===== src/rtl/regfile_wb_arbiter.sv =====
// regfile_wb_arbiter: arbitrates ALU and LSU writeback requests onto one
// registered register-file write port and tracks pending writes in a
// 32-entry busy scoreboard with combinational hazard detection.
// Define WB_RR_ARB_EN for round-robin tie-breaking; by default the LSU
// always wins a tie.
module regfile_wb_arbiter #(
    parameter int WIDTH = 32
) (
    input  logic             clk,
    input  logic             rst,
    input  logic             alu_valid,
    output logic             alu_ready,
    input  logic [4:0]       alu_rd,
    input  logic [WIDTH-1:0] alu_data,
    input  logic             lsu_valid,
    output logic             lsu_ready,
    input  logic [4:0]       lsu_rd,
    input  logic [WIDTH-1:0] lsu_data,
    input  logic             issue_valid,
    input  logic [4:0]       issue_rd,
    input  logic [4:0]       chk_rs1,
    input  logic [4:0]       chk_rs2,
    output logic             hazard,
    output logic [31:0]      busy,
    output logic             wb_we,
    output logic [4:0]       wb_reg,
    output logic [WIDTH-1:0] wb_data
);

    typedef enum logic [1:0] {
        GNT_NONE = 2'd0,
        GNT_ALU  = 2'd1,
        GNT_LSU  = 2'd2
    } grant_e;

    grant_e           w_grant;
    logic             w_alu_wins_tie;
    logic [4:0]       w_sel_rd;
    logic [WIDTH-1:0] w_sel_data;
    logic [31:0]      w_set_mask;
    logic [31:0]      w_clr_mask;

    logic             r_wb_we;
    logic [4:0]       r_wb_reg;
    logic [WIDTH-1:0] r_wb_data;
    logic [31:0]      r_busy;

`ifdef WB_RR_ARB_EN
    typedef enum logic {
        LAST_ALU = 1'b0,
        LAST_LSU = 1'b1
    } last_e;

    last_e r_last;

    // Remember which requester was granted last so a tie goes to the other one.
    always_ff @(posedge clk) begin
        if (rst) begin
            r_last <= LAST_LSU;
        end else if (w_grant == GNT_ALU) begin
            r_last <= LAST_ALU;
        end else if (w_grant == GNT_LSU) begin
            r_last <= LAST_LSU;
        end
    end

    assign w_alu_wins_tie = (r_last == LAST_LSU);
`else
    assign w_alu_wins_tie = 1'b0;
`endif

    // Pick at most one requester; nothing is granted while reset is held.
    always_comb begin
        // NOTE: every always_comb output gets a default first so no latch is inferred.
        w_grant    = GNT_NONE;
        w_sel_rd   = 5'd0;
        w_sel_data = '0;
        if (!rst) begin
            if (alu_valid && (!lsu_valid || w_alu_wins_tie)) begin
                w_grant = GNT_ALU;
            end else if (lsu_valid) begin
                w_grant = GNT_LSU;
            end
        end
        if (w_grant == GNT_ALU) begin
            w_sel_rd   = alu_rd;
            w_sel_data = alu_data;
        end else if (w_grant == GNT_LSU) begin
            w_sel_rd   = lsu_rd;
            w_sel_data = lsu_data;
        end
    end

    assign alu_ready = (w_grant == GNT_ALU);
    assign lsu_ready = (w_grant == GNT_LSU);

    // Register the granted write; a grant to x0 is consumed but never written.
    always_ff @(posedge clk) begin
        // NOTE: sequential state uses non-blocking assignments so all flops update together.
        if (rst) begin
            r_wb_we   <= 1'b0;
            r_wb_reg  <= 5'd0;
            r_wb_data <= '0;
        end else begin
            r_wb_we <= 1'b0;
            if (w_grant != GNT_NONE && w_sel_rd != 5'd0) begin
                r_wb_we   <= 1'b1;
                r_wb_reg  <= w_sel_rd;
                r_wb_data <= w_sel_data;
            end
        end
    end

    // Issue sets a bit, the committing write clears it; set wins on collision.
    always_comb begin
        w_set_mask = 32'd0;
        w_clr_mask = 32'd0;
        if (issue_valid && issue_rd != 5'd0) begin
            w_set_mask = 32'd1 << issue_rd;
        end
        if (r_wb_we) begin
            w_clr_mask = 32'd1 << r_wb_reg;
        end
    end

    // Busy scoreboard; bit 0 is forced low because x0 is never pending.
    always_ff @(posedge clk) begin
        // NOTE: the scoreboard is only 32 flops, so it is cleared by reset like any other state.
        if (rst) begin
            r_busy <= 32'd0;
        end else begin
            r_busy <= ((r_busy & ~w_clr_mask) | w_set_mask) & ~32'd1;
        end
    end

    assign hazard  = ((chk_rs1 != 5'd0) && r_busy[chk_rs1]) ||
                     ((chk_rs2 != 5'd0) && r_busy[chk_rs2]);
    assign busy    = r_busy;
    assign wb_we   = r_wb_we;
    assign wb_reg  = r_wb_reg;
    assign wb_data = r_wb_data;

endmodule


===== config.mk =====
export PLATFORM = sky130hd
export DESIGN_NAME = regfile_wb_arbiter
export DESIGN_NICKNAME = d
export VERILOG_FILES = /design/src/rtl/regfile_wb_arbiter.sv
export SDC_FILE = /design/constraint.sdc
export NUM_CORES = 1
export LEC_CHECK = 0
export ABC_AREA = 1
export CORE_ASPECT_RATIO = 1.4
export CORE_MARGIN = 2
export CORE_UTILIZATION = 40
export DETAILED_ROUTE_END_ITERATION = 8
export PLACE_DENSITY = 0.75
export SYNTH_ARGS = -nofsm -noshare
export SYNTH_HDL_FRONTEND = slang
export SYNTH_SLANG_ARGS = --single-unit

===== constraint.sdc =====
create_clock -name clk -period 3.7 [get_ports clk]
set_input_delay 0.74 -clock clk [delete_from_list [all_inputs] [get_ports clk]]
set_output_delay 0.74 -clock clk [all_outputs]
set_load 0.03 [all_outputs]

# --- Word level (Yosys, flattened, before mapping) ---
# Index checks and enable logic that the tools add are counted.
totals:
  output_inout_bits: 73
  register_bits: 70
op_classes:
  n_eq_ne: 2
  magnitude_cmp: 2
  muxes: 14
  bitwise_logic: 3
  n_reduce_logical: 12
  shifts: 2
op_table:
  columns: ["op", "n"]
  rows:
  - ["32-bit 2-to-1 mux", 4]
  - ["1-bit by 5-bit left shift with 32-bit output, first input constant", 2]
  - ["32-bit AND", 1]
  - ["32-bit NOT", 1]
  - ["32-bit OR", 1]
  - ["5-bit nonzero test", 4]
  - ["5-bit by 6-bit < comparator with 1-bit output, second input constant", 2]
  - ["1-bit binary-select mux with 5-bit select", 2]
  - ["5-bit 2-to-1 mux", 2]
  - ["2-bit 2-to-1 mux", 3]
  - ["1-bit logical AND", 5]
  - ["1-bit 2-to-1 mux", 3]
  - ["2-bit by 1-bit == test with 1-bit output, second input constant", 1]
  - ["2-bit == test, second input constant", 1]
  - ["2-bit nonzero test", 1]
  - ["1-bit logical NOT", 1]
  - ["1-bit logical OR", 1]

# --- Logic depth before layout (Yosys ltp) ---
depth:
  depth_word: 10
  mapped_depth: 13

# --- Worst setup path after synthesis ---
# OpenSTA, ideal clock, no wires.
synth_timing:
  path_kind: "input -> output"
  start: "in chk_rs1[0]"
  end: "out hazard"
  slack_ns: 1.069
  path_stages: 12
  arrival_ns: 1.891
  cell_sequence: "clkbuf_1 -> inv_1 -> buf_2 -> nand2_1 -> nand3_1 -> nand2_1 -> nand2_1 -> nand3_1 -> nand3_1 -> nand2_1 -> inv_1 -> nand2_1"
synth_via:
  elab_chain_len: 4
  elab_cells_between_ends: 5
synth_lines:
  columns: ["element", "line", "text"]
  rows:
  - ["start: declaration", "21", "input logic [4:0] chk_rs1,"]
  - ["1-bit binary-select mux with 5-bit select", "136", "assign hazard = ((chk_rs1 != 5'd0) && r_busy[chk_rs1]) ||"]
  - ["1-bit 2-to-1 mux (not written as such)", "136", null]
  - ["1-bit logical AND (*)", "136", null]
  - ["1-bit logical OR (*)", "136", null]
  - ["end: declaration", "23", "output logic hazard,"]
# Mark *: on every way between the ends. The rest lies on a longest branch, timed or not. The select of a mux whose other input is x is not followed.

# --- Worst setup path in the final report ---
layout_timing:
  start: "in chk_rs1[2]"
  end: "out hazard"
# Same word-level chain as after synthesis.

==> metrics.yaml <==
max_stage_delay_ns: 0.57
internal_power_uw: 1597
hpwlAfterDp_um: 10950
antenna_found_initial: 0
grt_use_total_pct: 25.58
crit_path_frequent_cell: "nand2_1"
cts-hold-fix-buffers: 0
power_frac_clock_pct: 36.5
dp.cells: 946
fmax_mhz: 312.8
overflow: 0
power_uw: 2303
clkLatencyLatePin_ns: 0.33
drive_gt1_share_pct: 4.111
row_count: 43
h-tree-depth: 3
grt_max_degree: 56
swShare_pct: 30.64
crit_fanout: 5
r2r_end: "busy[15]$_SDFF_PP0_"
ys_types: 24
met1_usage_pct: 25.93
final_common_cell: "nand2_1"
fin_crit_ns: 3.197
synth_top_area_share_pct: 34.02
synth_area_leaders: "dfxtp_1 (34%), nand2_1 (18%), inv_1 (9.0%), nor2_1 (7.7%), nand3_1 (7.4%)"
synth.avg_cell_area_um2: 6.024
final_cell_mix: "nand2_1 (198), clkdlybuf4s50_1 (162), inv_1 (97)"
antenna_cells: 0
critPathLaunchType: "input port"
tightest_slew_ns: 0.6334
placed_area_mm2: 0.005796
synth_nets: 768
ios: 167
clockBufferDepth: 2
root_buffer: "clkbuf_16"
drc: 0
status: "finished clean"
final_antenna_net_count: 0
nFillCells: 957
dr.pass1.iters: 6
synthArstFlopShare_pct: 0
p_sw_uw: 705.8
reg2reg_from: "wb_reg[2]$_SDFFE_PP0P_"
ys_ff_latch: 69
gr-usage-met3_pct: 7.343
synthesis.area_mm2: 0.004060
grt_pass1_vias: 4662
p_leak_uw: 0.002729
via_per_inst: 4.990
cp.arrival_ns: 2.46
clkSinkCount: 69
cp.required_ns: 2.96
p_comb_share_pct: 27.4
power_frac_seq_pct: 36.1
wl_um: 13760
vias: 4800
worstSetupPathType: "in -> out"
initial_core_util_pct: 41.01
rsz0062_at_grt: "false"
hold_class: "reg -> reg"
synth_edf_count: 0
finalSetupViolCount: 0
synth_top_cell_by_area: "dfxtp_1"
cts-resized-gates: 0
r2r_cells: 5
yosys_most_used_dff: "dfxtp_1"
portBuffers: 165
final.setup.tns_ns: 0
r2r_slack_ns: 2.29
cap_violations: 0
syn_inst: 674
drt-initial-drc-count: 492
final_area_mm2: 0.006088
period_share_pct: 86.40
clkSlewWorstSetupHoldPaths_ns: 0.05
synth_seq_area_share_pct: 34.02
die-area_mm2: 0.01098
instances_no_fill: 962
wl_per_cell_um: 14.31
fin_nets: 916
fin_skew_ns: 0.004518
gp_congestion: 0.8707
endpoint_kind: "output port"
critPathSlowestCell: "clkdlybuf4s50_1"
cts_made_buffers: 9
grt_pass1_wl_um: 21670
die_y_um: 123.2
fp.coreArea_mm2: 0.009899
largest_reg_flops: 32
grt-busiest-layer: "met2"
cts_tree: "built"
ir_drop_mv: 0.2906
cp_cell_sequence: "clkdlybuf4s50_1, inv_1, nor2_1, nand2_1, nand3_1, nand2_1, nand3_1, nand3_1, nand2_1, inv_1, nand2_1, buf_4"
maxSlewHeadroom_pct: 57.39
post_cts_buffers: 0
startpoint: "chk_rs1[2]"
drv_slew: 0
met2_usage_pct: 45.74
power.density_mw_per_mm2: 378.3
finalHoldViolations: 0
area.growth.synth_to_final_pct: 49.95
worstSetupEndpoint: "hazard"
die_x_um: 89.15
yosysWarnings: 0
cell families after synthesis:
| logic type | synth area share, % |
|---|---|
| buffers and inverters | 13.04 |
| other | 0.09236 |
| DFF | 34.02 |
| and+or+nand+nor | 36.70 |
| AOI/OAI and AO/OA | 16.15 |
per-layer routing:
layer,vias up,share of wire (%)
li1,2433,-
met1,2073,36
met2,238,50
met3,56,8.0
met4,0,5.7
met5,-,0
stage by stage:
| stage | hold WS [ns] | util [%] | setup WS [ns] |
|---|---|---|---|
| 3_3_place_gp | 0.4618 | 58.54 | 0.4422 |
| 4_1_cts | 0.4833 | 61.50 | 0.4789 |
| 5_1_grt | 0.5071 | 61.50 | 0.3202 |
| 6_report | 0.4820 | 61.50 | 0.5032 |
| 3_5_place_dp | 0.4731 | 58.54 | 0.4921 |
| 2_1_floorplan | 0.6010 | - | 1.069 |
power by group through the flow:
| stage | registers (uW) | clock network, uW | logic, uW |
|---|---|---|---|
| 6_report | 832 | 842 | 630 |
| 5_1_grt | 838 | 884 | 692 |
| 4_1_cts | 832 | 853 | 632 |
| 3_5_place_dp | 847 | 0 | 628 |
| 3_3_place_gp | 844 | 0 | 626 |
| 2_1_floorplan | 933 | 0 | 266 |
how the worst min path moves through the flow:
| stage | start | endpoint | cells after the start |
|---|---|---|---|
| finish | wb_data[13]$_SDFFE_PP0P_ | wb_data[13]$_SDFFE_PP0P_ | 2 |
| global route | wb_data[8]$_SDFFE_PP0P_ | wb_data[8]$_SDFFE_PP0P_ | 2 |
| CTS | wb_data[13]$_SDFFE_PP0P_ | wb_data[13]$_SDFFE_PP0P_ | 2 |
| detailed placement | wb_data[13]$_SDFFE_PP0P_ | wb_data[13]$_SDFFE_PP0P_ | 2 |
| global placement | wb_data[11]$_SDFFE_PP0P_ | wb_data[11]$_SDFFE_PP0P_ | 2 |
| floorplan | wb_reg[4]$_SDFFE_PP0P_ | wb_reg[4]$_SDFFE_PP0P_ | 2 |
critical path, delay by kind of cell:
kind | cells | cell delay, ns
buf+inv | 4 | 0.88
simple gates | 8 | 0.84
area by class of cell:
cell class	instances	area [um2]	share of cell area, %
Multi-Input combinational cell	468	2150	35.31
Timing Repair Buffer	173	1717	28.20
Sequential cell	69	1381	22.69
Inverter	101	379.1	6.227
Clock buffer	11	242.7	3.987
Tap cell	135	168.9	2.774
Clock inverter	5	50.05	0.8220
cells in the mapped netlist (6+ instances only):
cell type and count:
dfxtp_1 69, nand3_1 60, nor3_1 8, nor2_1 83, clkbuf_1 25, o21ai_0 30, buf_2 9, a21oi_1 33
a22o_1 32, nand4_1 6, inv_1 97, nand2_1 198
Note: power is estimated with default switching activity, not from simulation.
